==> src/rtl/rr_bus_arbiter.sv <==
// Round-robin arbiter for the shared local bus: grants one master, runs the address/ready/strobe
// handshake, ends unanswered cycles with a watchdog, and supports a per-master bus lock.
module rr_bus_arbiter #(
  parameter int unsigned N_MASTERS      = 4,
  parameter int unsigned TIMEOUT_CYCLES = 255
) (
  input  logic                         clk,
  input  logic                         clrn,
  input  logic [N_MASTERS-1:0]         BARQ,
  input  logic [N_MASTERS-1:0]         BLOCK,
  output logic [N_MASTERS-1:0]         BAGD,
  output logic                         AddressValid,
  input  logic                         TargetReady,
  output logic                         DataStrobe,
  output logic                         Error,
  output logic [$clog2(N_MASTERS)-1:0] ErrorMaster,
  output logic [7:0]                   ErrorCount
);

  localparam int unsigned IW = $clog2(N_MASTERS);

  typedef enum logic [2:0] {
    StIdle,
    StGrant,
    StWait,
    StStrobe,
    StEnd
  } state_e;

  state_e        state_q;
  logic [IW-1:0] ptr_q;
  logic [IW-1:0] winner_q;
  logic [IW-1:0] lock_owner_q;
  logic          lock_valid_q;
  logic          tr_q;
  logic [15:0]   wait_cnt_q;

  logic          tr_edge;
  logic          lock_hit;
  logic          found;
  logic [IW-1:0] pick;
  int unsigned   scan_idx;

  assign tr_edge  = TargetReady & ~tr_q;
  assign lock_hit = lock_valid_q & BARQ[lock_owner_q];

  // Scan from ptr+1 upward with wrap; a live lock overrides the scan.
  always_comb begin
    found    = 1'b0;
    pick     = ptr_q;
    scan_idx = 0;
    for (int unsigned i = 1; i <= N_MASTERS; i++) begin
      scan_idx = 32'(ptr_q) + i;
      if (scan_idx >= N_MASTERS) begin
        scan_idx = scan_idx - N_MASTERS;
      end
      if (!found && BARQ[scan_idx[IW-1:0]]) begin
        found = 1'b1;
        pick  = scan_idx[IW-1:0];
      end
    end
    if (lock_hit) begin
      found = 1'b1;
      pick  = lock_owner_q;
    end
  end

  always_ff @(posedge clk or negedge clrn) begin
    if (!clrn) begin
      state_q      <= StIdle;
      ptr_q        <= IW'(N_MASTERS - 1);
      winner_q     <= '0;
      lock_owner_q <= '0;
      lock_valid_q <= 1'b0;
      tr_q         <= 1'b0;
      wait_cnt_q   <= '0;
      BAGD         <= '0;
      AddressValid <= 1'b0;
      DataStrobe   <= 1'b0;
      Error        <= 1'b0;
      ErrorMaster  <= '0;
      ErrorCount   <= '0;
    end else begin
      tr_q <= TargetReady;
      unique case (state_q)
        StIdle: begin
          if (lock_valid_q && !BARQ[lock_owner_q]) begin
            lock_valid_q <= 1'b0;
          end
          if (found) begin
            winner_q <= pick;
            BAGD     <= {{(N_MASTERS - 1){1'b0}}, 1'b1} << pick;
            state_q  <= StGrant;
          end
        end
        StGrant: begin
          AddressValid <= 1'b1;
          wait_cnt_q   <= '0;
          state_q      <= StWait;
        end
        StWait: begin
          // A ready edge beats a coincident timeout.
          if (tr_edge) begin
            DataStrobe <= 1'b1;
            state_q    <= StStrobe;
          end else if (wait_cnt_q == 16'(TIMEOUT_CYCLES - 1)) begin
            DataStrobe  <= 1'b1;
            Error       <= 1'b1;
            ErrorMaster <= winner_q;
            if (ErrorCount != 8'hFF) begin
              ErrorCount <= ErrorCount + 8'd1;
            end
            state_q <= StStrobe;
          end else begin
            wait_cnt_q <= wait_cnt_q + 16'd1;
          end
        end
        StStrobe: begin
          DataStrobe   <= 1'b0;
          Error        <= 1'b0;
          BAGD         <= '0;
          AddressValid <= 1'b0;
          if (BLOCK[winner_q]) begin
            lock_owner_q <= winner_q;
            lock_valid_q <= 1'b1;
          end else begin
            lock_valid_q <= 1'b0;
          end
          state_q <= StEnd;
        end
        StEnd: begin
          // A locked owner keeps the pointer where it was so others regain their turn on release.
          if (!(lock_valid_q && (lock_owner_q == winner_q))) begin
            ptr_q <= winner_q;
          end
          state_q <= StIdle;
        end
        default: state_q <= StIdle;
      endcase
    end
  end

endmodule

==> config.mk <==
export PLATFORM = sky130hd
export DESIGN_NAME = rr_bus_arbiter
export DESIGN_NICKNAME = d
export VERILOG_FILES = /design/src/rtl/rr_bus_arbiter.sv
export SDC_FILE = /design/constraint.sdc
export NUM_CORES = 1
export LEC_CHECK = 0
export ABC_AREA = 1
export ABC_CLOCK_PERIOD_IN_PS = 2200
export CAP_MARGIN = 20
export CORE_ASPECT_RATIO = 0.75
export CORE_MARGIN = 2
export CORE_UTILIZATION = 57
export DETAILED_ROUTE_END_ITERATION = 16
export PLACE_DENSITY = 0.8
export SLEW_MARGIN = 25
export SYNTH_ARGS = -nofsm -noshare
export SYNTH_HDL_FRONTEND = slang
export SYNTH_SLANG_ARGS = --single-unit
==> constraint.sdc <==
create_clock -name clk -period 2.2 [get_ports clk]
set_input_delay 0.44 -clock clk [delete_from_list [all_inputs] [get_ports clk]]
set_output_delay 0.44 -clock clk [all_outputs]
set_load 0.05 [all_outputs]
==> results.cfg <==
[placed_design]
gp_congestion = 0.987
placed_cell_area_um2 = 3080
io_buffers = 27
hpwl_um = 4390

[finish]
regArea_um2 = 1100
drive_gt1_share_pct = 13.8
fin_area_um2 = 3200
fin_nets = 412
diodes = 0
multi_input_area_um2 = 1410
fillerInstances = 357
syn2layout_area_growth_pct = 17.0

[power]
pwr-share-comb_pct = 52.5
p_per_area_nw_per_um2 = 1170
cellLeakagePower_nw = 1.56
swShare_pct = 48.1
p_seq_share_pct = 30.6
cell_internal_pwr_mw = 1.95
total_power_mw = 3.75
ir_worst_vdd_uv = 956
clkPwrFrac_pct = 16.9
power_switching_mw = 1.81

[synth]
yosys_warnings = 0
synthFlopType = dfrtp_1
syn_nets = 375
synth_most_common_cell = nand2_1
ys_seq_elements = 44
yosysTopAreaCell = dfrtp_1
synth_edf_count = 0
async_flop_share_pct = 100
ys_types = 35
synthCells = 361
syn_area_per_cell_um2 = 7.58
yosys-top-cells-area = dfrtp_1 (38%), nand2_1 (16%), inv_1 (5.9%), nand3_1 (5.9%), o21ai_0 (3.8%)
synth_top_area_share_pct = 38.4
synthTopCellsByCount = nand2_1 (114), inv_1 (43), dfrtp_1 (42), nand3_1 (32), nor2_1 (26)
synth_area_um2 = 2740
yosysSeqAreaShare_pct = 40.3

[grt]
grt_pass1_vias = 2248
grt_pass1_wl_um = 10300
groute.usage.overall_pct = 23.9
antenna_found_initial = 0
grt-ovfl-total = 0
grt_max_degree = 45

[floorplan]
dieArea_um2 = 5370
die_y_um = 64.0
ios = 28
die_w_um = 84.0
coreArea_um2 = 4550
num_rows = 21
start_util_pct = 60.2

[routing]
drc = 0
viasPerCell = 5.35
antenna_left = 0
wl_met1_um = 3020
wl_met3_um = 379
route.top_layer_used = met4
wl_per_cell_um = 12.7
drtPass1Iterations = 5
drtIter0Drc = 215
wl_um = 5780
num_vias = 2441
dr_wl_met2_um = 2330

[cts]
cts_hold_buf = 0
cts_root_buf = clkbuf_8
clk_latency_ns = 0.31
numCtsBuffers = 5
postCtsSetupRepairBufs = 0
clk_pin_slew_ns = 0.09
cts_tree = done
cts_resized = 0
h-tree-depth = 2
clock_path_buffers = 2
clock_sinks = 44

[sta]
rsz0062_at_grt = no
finalSetupTns_ns = 0
post-route-min-period_ns = 2.02
slew_headroom_pct = 58.8
slew_violations = 0
fin_crit_sh_pct = 91.9
hold_viol_final = 0
setup_violations = 0
finClkSkew_ns = 0.0130
fmax_mhz = 495
max_slew.worst_pin.slew_ns = 0.616

[worst_setup_path]
r2r_slack_ns = 0.33
cp_max_fo = 5
end_kind = output port
path_class = reg -> out
cp_num_buf_inv = 1
cp_top_family = buffers and inverters
worst_r2r_endpoint = BAGD[1]
cp_data_arrival_time_ns = 1.58
setup.worst_path.start_class = flop
slowest_delay_ns = 0.83
r2r_cells = 11
critPathSlowestCell = clkdlybuf4s50_1
path_cells = clkdlybuf4s50_1
cp.required_ns = 1.76
reg2reg_from = ptr_q[0]

[worst_hold_path]
hold_path_class = in -> async

[job]
max_cap_viol_count = 0

[outcome]
status = complete, no violations
[registers in the layout, indices dropped and copies added, names as in the netlist, 2 cells and up]
name / count
lock_owner_q: 2
state_q: 3
winner_q: 2
wait_cnt_q: 16
ptr_q: 2
ErrorCount: 8
ErrorMaster: 2
BAGD: 4
[cells by family (layout without fill, tap and decap cells)]
kind of cell             after synthesis  in the layout  synth area share, %
AO/OA/AOI/OAI                         42             42                 10.1
XOR/XNOR                              10             10                 3.20
adder cells (fa/ha/maj)                3              3                 1.37
buffers and inverters                 52             90                 8.05
flip-flops                            44             44                 40.3
AND/OR/NAND/NOR                      210            210                 37.0
[cells in the final DEF, fill, tap and decap left out, drive strengths merged, types with 3 or more instances in the layout]
cell	instances
inv	49
o31ai	3
nand2	126
buf	7
dfrtp	42
ha	3
clkdlybuf4s50	26
o21ai	32
nor3	6
nand3	33
clkbuf	5
nand4	11
xor2	8
nor2	31
[worst max path at each step]
| stage | from | endpoint | slack, ns | cells past startpoint |
|---|---|---|---|---|
| 6_report | ErrorCount[5] | ErrorCount[5] | 0.18 | 1 |
| 5_1_grt | ErrorCount[3] | ErrorCount[3] | 0.13 | 1 |
| 4_1_cts | ErrorCount[3] | ErrorCount[3] | 0.16 | 1 |
| 3_5_place_dp | BARQ[1] | BAGD[0] | 0.12 | 12 |
| 3_3_place_gp | BARQ[0] | BAGD[2] | 0.14 | 12 |
| 2_1_floorplan | ErrorCount[1] | ErrorCount[0] | 0.52 | 6 |
[layer usage]
layer | GRT usage (%) | vias to the layer above
met1 | 36.3 | 1112
met4 | 5.85 | 0
met2 | 34.8 | 88
li1 | - | 1234
met3 | 5.30 | 7
met5 | 0 | -
[power by group through the flow]
stage	clock [mW]	combinational (mW)	sequential (mW)
2_1_floorplan	0	1.44	1.26
3_3_place_gp	0	1.91	1.16
3_5_place_dp	0	1.95	1.16
4_1_cts	0.648	1.95	1.14
5_1_grt	0.682	2.19	1.17
6_report	0.636	1.97	1.15
[stage by stage]
step / cells / utilization (%) / worst slack, ns / hold WS, ns
6_report: 456 / 70.4 / 0.179 / 0.193
5_1_grt: 456 / 70.4 / 0.126 / 0.247
4_1_cts: 456 / 70.4 / 0.164 / 0.223
3_5_place_dp: 448 / 67.8 / 0.119 / 0.469
3_3_place_gp: 448 / 67.8 / 0.137 / 0.466
2_1_floorplan: 361 / - / 0.522 / 0.144
[layout make-up]
| cell class | instances | share of cell area [%] |
|---|---|---|
| multi-input cells | 265 | 44.1 |
| inverters | 49 | 5.83 |
| flip-flops and latches | 44 | 34.5 |
| repair buffers | 33 | 9.70 |
| well taps | 57 | 2.23 |
| clock buffers | 5 | 2.15 |
| clock inverters | 3 | 1.49 |
Note: power is estimated with default switching activity, not from simulation.
